`config.mk`:
```
export PLATFORM = sky130hd
export DESIGN_NAME = alu_seq_ctrl
export DESIGN_NICKNAME = d
export VERILOG_FILES = /design/src/rtl/alu_seq_ctrl.sv
export SDC_FILE = /design/constraint.sdc
export NUM_CORES = 1
export LEC_CHECK = 0
export ABC_AREA = 1
export CAP_MARGIN = 0
export CORE_ASPECT_RATIO = 1.25
export CORE_MARGIN = 2
export CORE_UTILIZATION = 55
export CTS_BUF_LIST = sky130_fd_sc_hd__clkbuf_16
export CTS_CLUSTER_DIAMETER = 150
export DETAILED_ROUTE_END_ITERATION = 16
export GPL_TIMING_DRIVEN = 0
export PLACE_DENSITY = 0.87
export SYNTH_ARGS = -nofsm -noshare
export SYNTH_HDL_FRONTEND = slang
export SYNTH_SLANG_ARGS = --single-unit
```
`constraint.sdc`:
```
create_clock -name clk -period 2.85 [get_ports clk]
set_input_delay 0.57 -clock clk [delete_from_list [all_inputs] [get_ports clk]]
set_output_delay 0.57 -clock clk [all_outputs]
set_load 0.1 [all_outputs]
```
`src/rtl/alu_seq_ctrl.sv`:
```
// -----------------------------------------------------------------------------
// alu_seq_ctrl
// Command sequencer and accumulator controller for the ALU datapath.
// Accepts one opcode/operand command per valid/ready handshake and applies it
// to the internal accumulator. Logic and add/sub ops finish at the accept
// edge; MULT and DIV run WIDTH iterations (shift-add / restoring divide).
//
// Ports:
//   clk        rising-edge clock
//   rst        synchronous active-high reset
//   cmd_valid  command present
//   cmd_ready  controller idle, command can be accepted this cycle
//   opcode     4-bit command code
//   operand    B operand (A is always the accumulator)
//   acc        accumulator
//   rem        remainder of the last successful DIV
//   carry      ADD carry-out / SUB borrow / MULT overflow
//   zero       acc == 0 after the last acc-writing op
//   err        last command was illegal or divide-by-zero
//   done       one-cycle completion pulse
// -----------------------------------------------------------------------------
module alu_seq_ctrl #(
    parameter int WIDTH = 16
) (
    input  logic             clk,
    input  logic             rst,
    input  logic             cmd_valid,
    output logic             cmd_ready,
    input  logic [3:0]       opcode,
    input  logic [WIDTH-1:0] operand,
    output logic [WIDTH-1:0] acc,
    output logic [WIDTH-1:0] rem,
    output logic             carry,
    output logic             zero,
    output logic             err,
    output logic             done
);

    localparam int CNT_W = (WIDTH > 1) ? $clog2(WIDTH) : 1;
    localparam logic [CNT_W-1:0] CNT_LAST = CNT_W'(WIDTH - 1);
    localparam logic [CNT_W-1:0] CNT_ONE  = CNT_W'(1);
    localparam logic [CNT_W-1:0] CNT_ZERO = CNT_W'(0);

    localparam logic [3:0] OP_NOOP  = 4'b0000;
    localparam logic [3:0] OP_RESET = 4'b0001;
    localparam logic [3:0] OP_ADD   = 4'b0010;
    localparam logic [3:0] OP_SUB   = 4'b0011;
    localparam logic [3:0] OP_MULT  = 4'b0100;
    localparam logic [3:0] OP_DIV   = 4'b0101;
    localparam logic [3:0] OP_AND   = 4'b0110;
    localparam logic [3:0] OP_OR    = 4'b0111;
    localparam logic [3:0] OP_NOT   = 4'b1000;
    localparam logic [3:0] OP_XOR   = 4'b1001;

    typedef enum logic [1:0] {
        ST_IDLE = 2'd0,
        ST_MUL  = 2'd1,
        ST_DIV  = 2'd2
    } state_t;

    function automatic logic is_zero(input logic [WIDTH-1:0] v);
        return (v == {WIDTH{1'b0}});
    endfunction

    state_t           state_q, state_d;
    logic [CNT_W-1:0] cnt_q, cnt_d;
    logic [WIDTH-1:0] acc_q, acc_d;
    logic [WIDTH-1:0] rem_q, rem_d;
    logic             carry_q, carry_d;
    logic             zero_q, zero_d;
    logic             err_q, err_d;
    logic             done_q, done_d;
    logic             ready_q, ready_d;
    // Shared iteration registers: hi/lo form the 2*WIDTH working value
    // (product for MULT, remainder:dividend/quotient for DIV); opb holds the
    // multiplicand or divisor.
    logic [WIDTH-1:0] hi_q, hi_d;
    logic [WIDTH-1:0] lo_q, lo_d;
    logic [WIDTH-1:0] opb_q, opb_d;

    logic [WIDTH:0]   add_sum_s;
    logic [WIDTH-1:0] mul_addend_s;
    logic [WIDTH:0]   mul_sum_s;
    logic [WIDTH-1:0] mul_hi_s;
    logic [WIDTH-1:0] mul_lo_s;
    logic [WIDTH:0]   div_trial_s;
    logic [WIDTH:0]   div_diff_s;
    logic             div_fits_s;
    logic [WIDTH-1:0] div_r_s;
    logic [WIDTH-1:0] div_q_s;

    // Arithmetic for one ADD and one MULT/DIV iteration step.
    always_comb begin
        add_sum_s    = {1'b0, acc_q} + {1'b0, operand};

        // Shift-add: add multiplicand into the upper half when the current
        // multiplier LSB is set, then shift the whole product right by one.
        mul_addend_s = lo_q[0] ? opb_q : {WIDTH{1'b0}};
        mul_sum_s    = {1'b0, hi_q} + {1'b0, mul_addend_s};
        mul_hi_s     = mul_sum_s[WIDTH:1];
        mul_lo_s     = {mul_sum_s[0], lo_q[WIDTH-1:1]};

        // Restoring divide: shift the next dividend bit into the partial
        // remainder and subtract the divisor only if it fits.
        div_trial_s  = {hi_q, lo_q[WIDTH-1]};
        div_diff_s   = div_trial_s - {1'b0, opb_q};
        if (div_trial_s >= {1'b0, opb_q}) begin
            div_fits_s = 1'b1;
            div_r_s    = div_diff_s[WIDTH-1:0];
        end else begin
            div_fits_s = 1'b0;
            div_r_s    = div_trial_s[WIDTH-1:0];
        end
        div_q_s      = {lo_q[WIDTH-2:0], div_fits_s};
    end

    // Next-state and result logic for the sequencer FSM.
    always_comb begin
        state_d = state_q;
        cnt_d   = cnt_q;
        acc_d   = acc_q;
        rem_d   = rem_q;
        carry_d = carry_q;
        zero_d  = zero_q;
        err_d   = err_q;
        done_d  = 1'b0;
        hi_d    = hi_q;
        lo_d    = lo_q;
        opb_d   = opb_q;

        case (state_q)
            ST_IDLE: begin
                if (cmd_valid) begin
                    done_d = 1'b1;
                    err_d  = 1'b0;
                    case (opcode)
                        OP_NOOP: begin
                            err_d = 1'b0;
                        end
                        OP_RESET: begin
                            acc_d   = {WIDTH{1'b0}};
                            rem_d   = {WIDTH{1'b0}};
                            carry_d = 1'b0;
                            zero_d  = 1'b1;
                        end
                        OP_ADD: begin
                            acc_d   = add_sum_s[WIDTH-1:0];
                            carry_d = add_sum_s[WIDTH];
                            zero_d  = is_zero(add_sum_s[WIDTH-1:0]);
                        end
                        OP_SUB: begin
                            acc_d   = acc_q - operand;
                            carry_d = (acc_q < operand);
                            zero_d  = is_zero(acc_q - operand);
                        end
                        OP_MULT: begin
                            done_d  = 1'b0;
                            state_d = ST_MUL;
                            cnt_d   = CNT_ZERO;
                            hi_d    = {WIDTH{1'b0}};
                            lo_d    = operand;
                            opb_d   = acc_q;
                        end
                        OP_DIV: begin
                            if (is_zero(operand)) begin
                                err_d = 1'b1;
                            end else begin
                                done_d  = 1'b0;
                                state_d = ST_DIV;
                                cnt_d   = CNT_ZERO;
                                hi_d    = {WIDTH{1'b0}};
                                lo_d    = acc_q;
                                opb_d   = operand;
                            end
                        end
                        OP_AND: begin
                            acc_d   = acc_q & operand;
                            carry_d = 1'b0;
                            zero_d  = is_zero(acc_q & operand);
                        end
                        OP_OR: begin
                            acc_d   = acc_q | operand;
                            carry_d = 1'b0;
                            zero_d  = is_zero(acc_q | operand);
                        end
                        OP_NOT: begin
                            acc_d   = ~acc_q;
                            carry_d = 1'b0;
                            zero_d  = is_zero(~acc_q);
                        end
                        OP_XOR: begin
                            acc_d   = acc_q ^ operand;
                            carry_d = 1'b0;
                            zero_d  = is_zero(acc_q ^ operand);
                        end
                        default: begin
                            err_d = 1'b1;
                        end
                    endcase
                end else begin
                    done_d = 1'b0;
                end
            end
            ST_MUL: begin
                hi_d = mul_hi_s;
                lo_d = mul_lo_s;
                if (cnt_q == CNT_LAST) begin
                    state_d = ST_IDLE;
                    cnt_d   = CNT_ZERO;
                    acc_d   = mul_lo_s;
                    carry_d = |mul_hi_s;
                    zero_d  = is_zero(mul_lo_s);
                    err_d   = 1'b0;
                    done_d  = 1'b1;
                end else begin
                    cnt_d = cnt_q + CNT_ONE;
                end
            end
            ST_DIV: begin
                hi_d = div_r_s;
                lo_d = div_q_s;
                if (cnt_q == CNT_LAST) begin
                    state_d = ST_IDLE;
                    cnt_d   = CNT_ZERO;
                    acc_d   = div_q_s;
                    rem_d   = div_r_s;
                    carry_d = 1'b0;
                    zero_d  = is_zero(div_q_s);
                    err_d   = 1'b0;
                    done_d  = 1'b1;
                end else begin
                    cnt_d = cnt_q + CNT_ONE;
                end
            end
            default: begin
                state_d = ST_IDLE;
                cnt_d   = CNT_ZERO;
            end
        endcase

        ready_d = (state_d == ST_IDLE);
    end

    // State and result registers with synchronous reset.
    always_ff @(posedge clk) begin
        if (rst) begin
            state_q <= ST_IDLE;
            cnt_q   <= CNT_ZERO;
            acc_q   <= {WIDTH{1'b0}};
            rem_q   <= {WIDTH{1'b0}};
            carry_q <= 1'b0;
            zero_q  <= 1'b1;
            err_q   <= 1'b0;
            done_q  <= 1'b0;
            ready_q <= 1'b1;
            hi_q    <= {WIDTH{1'b0}};
            lo_q    <= {WIDTH{1'b0}};
            opb_q   <= {WIDTH{1'b0}};
        end else begin
            state_q <= state_d;
            cnt_q   <= cnt_d;
            acc_q   <= acc_d;
            rem_q   <= rem_d;
            carry_q <= carry_d;
            zero_q  <= zero_d;
            err_q   <= err_d;
            done_q  <= done_d;
            ready_q <= ready_d;
            hi_q    <= hi_d;
            lo_q    <= lo_d;
            opb_q   <= opb_d;
        end
    end

    assign cmd_ready = ready_q;
    assign acc       = acc_q;
    assign rem       = rem_q;
    assign carry     = carry_q;
    assign zero      = zero_q;
    assign err       = err_q;
    assign done      = done_q;

endmodule

```
==> impl_metrics.env <==
export IMPL_fin_crit_ns=2.77
export IMPL_place_congestion=1.01
export IMPL_critPathLaunchType="primary input"
export IMPL_synthArstFlopShare=0
export IMPL_worst_slack_ns=0.0760
export IMPL_synth_largest_area_cell="dfxtp_1"
export IMPL_synth_distinct_cells=57
export IMPL_wl_met3_mm=2.10
export IMPL_die_area_sq_um=18500
export IMPL_finClkSkew_ns=0.00912
export IMPL_synth_enable_flop_cells=0
export IMPL_status="finished clean"
export IMPL_rsz0062_at_grt="false"
export IMPL_hp_class="flop to flop"
export IMPL_synth_top_area_frac=0.190
export IMPL_gr_total_overflow=0
export IMPL_dpl_cell_count=1833
export IMPL_syn2layout_area_growth_pct=13.6
export IMPL_vias=11100
export IMPL_antenna_found_initial=0
export IMPL_synth_seq_cells=91
export IMPL_setup_tns_ns=0
export IMPL_cpPeakStageDelay_ns=0.43
export IMPL_avgSynthCellArea_sq_um=6.19
export IMPL_io_buffer_count=59
export IMPL_grt_max_degree=18
export IMPL_ctsLongestPathBuffers=2
export IMPL_worstPathMaxFanout=7
export IMPL_dp_hpwl_mm=30.1
export IMPL_root_buffer="clkbuf_16"
export IMPL_post_place_ws_ns=-0.859
export IMPL_end_kind="flop"
export IMPL_critPathMostFrequentCell="nand2_1"
export IMPL_die_h_um=152
export IMPL_syn_num_nets=1668
export IMPL_syn_area_sq_um=9600
export IMPL_final_util=0.630
export IMPL_ctsHoldBuffers=0
export IMPL_maxUsedRoutingLayer="met4"
export IMPL_ir_drop_uv=257
export IMPL_wl_met1_mm=12.9
export IMPL_post_drt_wl_per_cell_um=20.1
export IMPL_setup_worst_path_class="primary input to flop"
export IMPL_die_width_um=122
export IMPL_power_density_nw_per_um2=418
export IMPL_max_cap_violations=0
export IMPL_core_sq_um=17300
export IMPL_cts_buffers=9
export IMPL_grt_pass1_vias=10700
export IMPL_grt_usage=0.398
export IMPL_dr_pass1_iters=6
export IMPL_drc_errors=0
export IMPL_rrSetupSlack_ns=0.13
export IMPL_worst_slew_pin_slew_ns=0.998
export IMPL_arrival_ns=3.02
export IMPL_synth_seq_area_share=0.190
export IMPL_ys_flop_type="dfxtp_1"
export IMPL_leakagePower_nw=5.22
export IMPL_slew_violations=0
export IMPL_timing_hold_ws_ns=0.478
export IMPL_htreeDepth=3
export IMPL_syn_instance_count=1550
export IMPL_stdcell_count=1850
export IMPL_drive_gt1_frac=0.0941
export IMPL_fin_nets=1739
export IMPL_path_cells="dlygate4sd2_1, inv_1, ha_2, nand2_1, nor2_1, nand2_1, nand2_1, nand2_1, nand2_1, nor2_1, nand3_1, nor2_2, nand4_1, nand4_1, nand2_1, nand2_1"
export IMPL_num_antenna_cells=0
export IMPL_relSlewSlack=0.333
export IMPL_rows=54
export IMPL_cp_required_ns=3.10
export IMPL_first_iter_violations=970
export IMPL_cts_tree="yes"
export IMPL_wl_met2_mm=18.5
export IMPL_path_clk_slew_ns=0.07
export IMPL_finalHoldViolCount=0
export IMPL_synth_common_cells="nand2_1 (381), inv_1 (197), o21ai_0 (121)"
export IMPL_detail_route_antenna_nets=0
export IMPL_cp_slowest_cell="ha_2"
export IMPL_clock_sinks=91
export IMPL_yosys_warnings=0
export IMPL_wl_mm=37.1
export IMPL_initial_core_util=0.555
export IMPL_setup_viol=0
export IMPL_clock_latency_ns=0.35
export IMPL_routed_via_density=6.01
export IMPL_synth_most_common_cell="nand2_1"
export IMPL_ios=60
export IMPL_fin_crit_sh=0.973
export IMPL_grt_pass1_wl_mm=55.9
export IMPL_fmax_ghz=0.360
export IMPL_synth_area_leaders="dfxtp_1 (19%), nand2_1 (15%), ha_1 (12%), inv_1 (7.7%), o21ai_0 (6.3%)"
[sequential cells by signal, indices dropped and copies added, names as in the netlist]
name       cells
done           1
rem           16
cmd_ready      1
hi_q          16
acc           16
zero           1
cnt_q          4
carry          1
err            1
state_q        2
lo_q          16
opb_q         16
[final cells by class]
cell class / instances / area (sq um)
Buffer: 55 / 308
Clock buffer: 9 / 225
Clock inverter: 7 / 83.8
Fill cell: 1750 / 6390
Inverter: 217 / 821
Multi-Input combinational cell: 1185 / 6760
Sequential cell: 91 / 1830
Tap cell: 224 / 280
Timing Repair Buffer: 62 / 596
[routing by layer]
metal / vias up / global-route usage
met1: 5090 / 0.397
met2: 525 / 0.723
met5: - / 0
met4: 0 / 0.355
li1: 5310 / -
met3: 188 / 0.0434
[path summary, 6_finish.rpt]
path / cells after the start / end / startpoint
worst max-delay path: 16 / zero / operand[7]
worst min-delay path: 2 / zero / zero
worst max register to register: 15 / zero / acc[7]
worst min register to register: 2 / zero / zero
[through the flow]
| stage | total power [mW] | instance area (sq um) |
|---|---|---|
| floorplan | 2.71 | 9600 |
| CTS | 4.49 | 10800 |
| finish | 4.56 | 10900 |
| detailed placement | 3.23 | 10500 |
| global placement | 3.22 | 10500 |
| global route | 4.75 | 10900 |
[repair_timing]
item	CTS	global route
endpoints found under the setup margin	14	9
resized for setup	31	39
pin swaps	3	0
setup buffers	1	2
[cells by family (layout without fill, tap and decap cells)]
family	Yosys count	in the layout	synth area share
AND/OR/NAND/NOR	698	698	0.321
AO/OA/AOI/OAI	371	371	0.226
buffers and inverters	274	350	0.117
adder cells (fa/ha/maj)	95	95	0.127
flip-flops	91	91	0.190
XOR/XNOR	21	21	0.0192
[cells in the final DEF (no fill, tap or decap), types with 6 or more instances in the layout]
cell | synthesis | final
nand2_1 | 381 | 373
inv_1 | 197 | 196
o21ai_0 | 121 | 119
nor2_1 | 116 | 111
a21oi_1 | 109 | 106
nand3_1 | 101 | 98
ha_1 | 91 | 86
dfxtp_1 | 91 | 86
clkdlybuf4s50_1 | 0 | 45
a31oi_1 | 30 | 30
o22ai_1 | 27 | 27
buf_2 | 26 | 26
nand4_1 | 24 | 24
clkbuf_1 | 23 | 21
nand2_2 | 12 | 20
nand3b_1 | 19 | 19
nor3_1 | 21 | 18
a21oi_2 | 14 | 17
inv_2 | 14 | 15
o21ai_1 | 11 | 13
xor2_1 | 12 | 12
o21bai_1 | 12 | 12
a22oi_1 | 9 | 9
xnor2_1 | 9 | 9
clkbuf_16 | 0 | 9
a221oi_1 | 8 | 8
a211oi_1 | 6 | 6
[where the power goes]
part	leakage [nW]	internal [mW]	switching [mW]	total, mW
Combinational	4.32	0.542	1.32	1.86
Sequential	0.743	1.34	0.0956	1.43
Clock	0.149	0.696	0.572	1.27
Total	5.22	2.57	1.98	4.56
[critical path, delay by kind of cell]
family                     cells  cell delay [ns]
and+or+nand+nor               13             1.50
adders and majority gates      1             0.43
buffers and inverters          2             0.51
(Power assumes the default switching activity.)
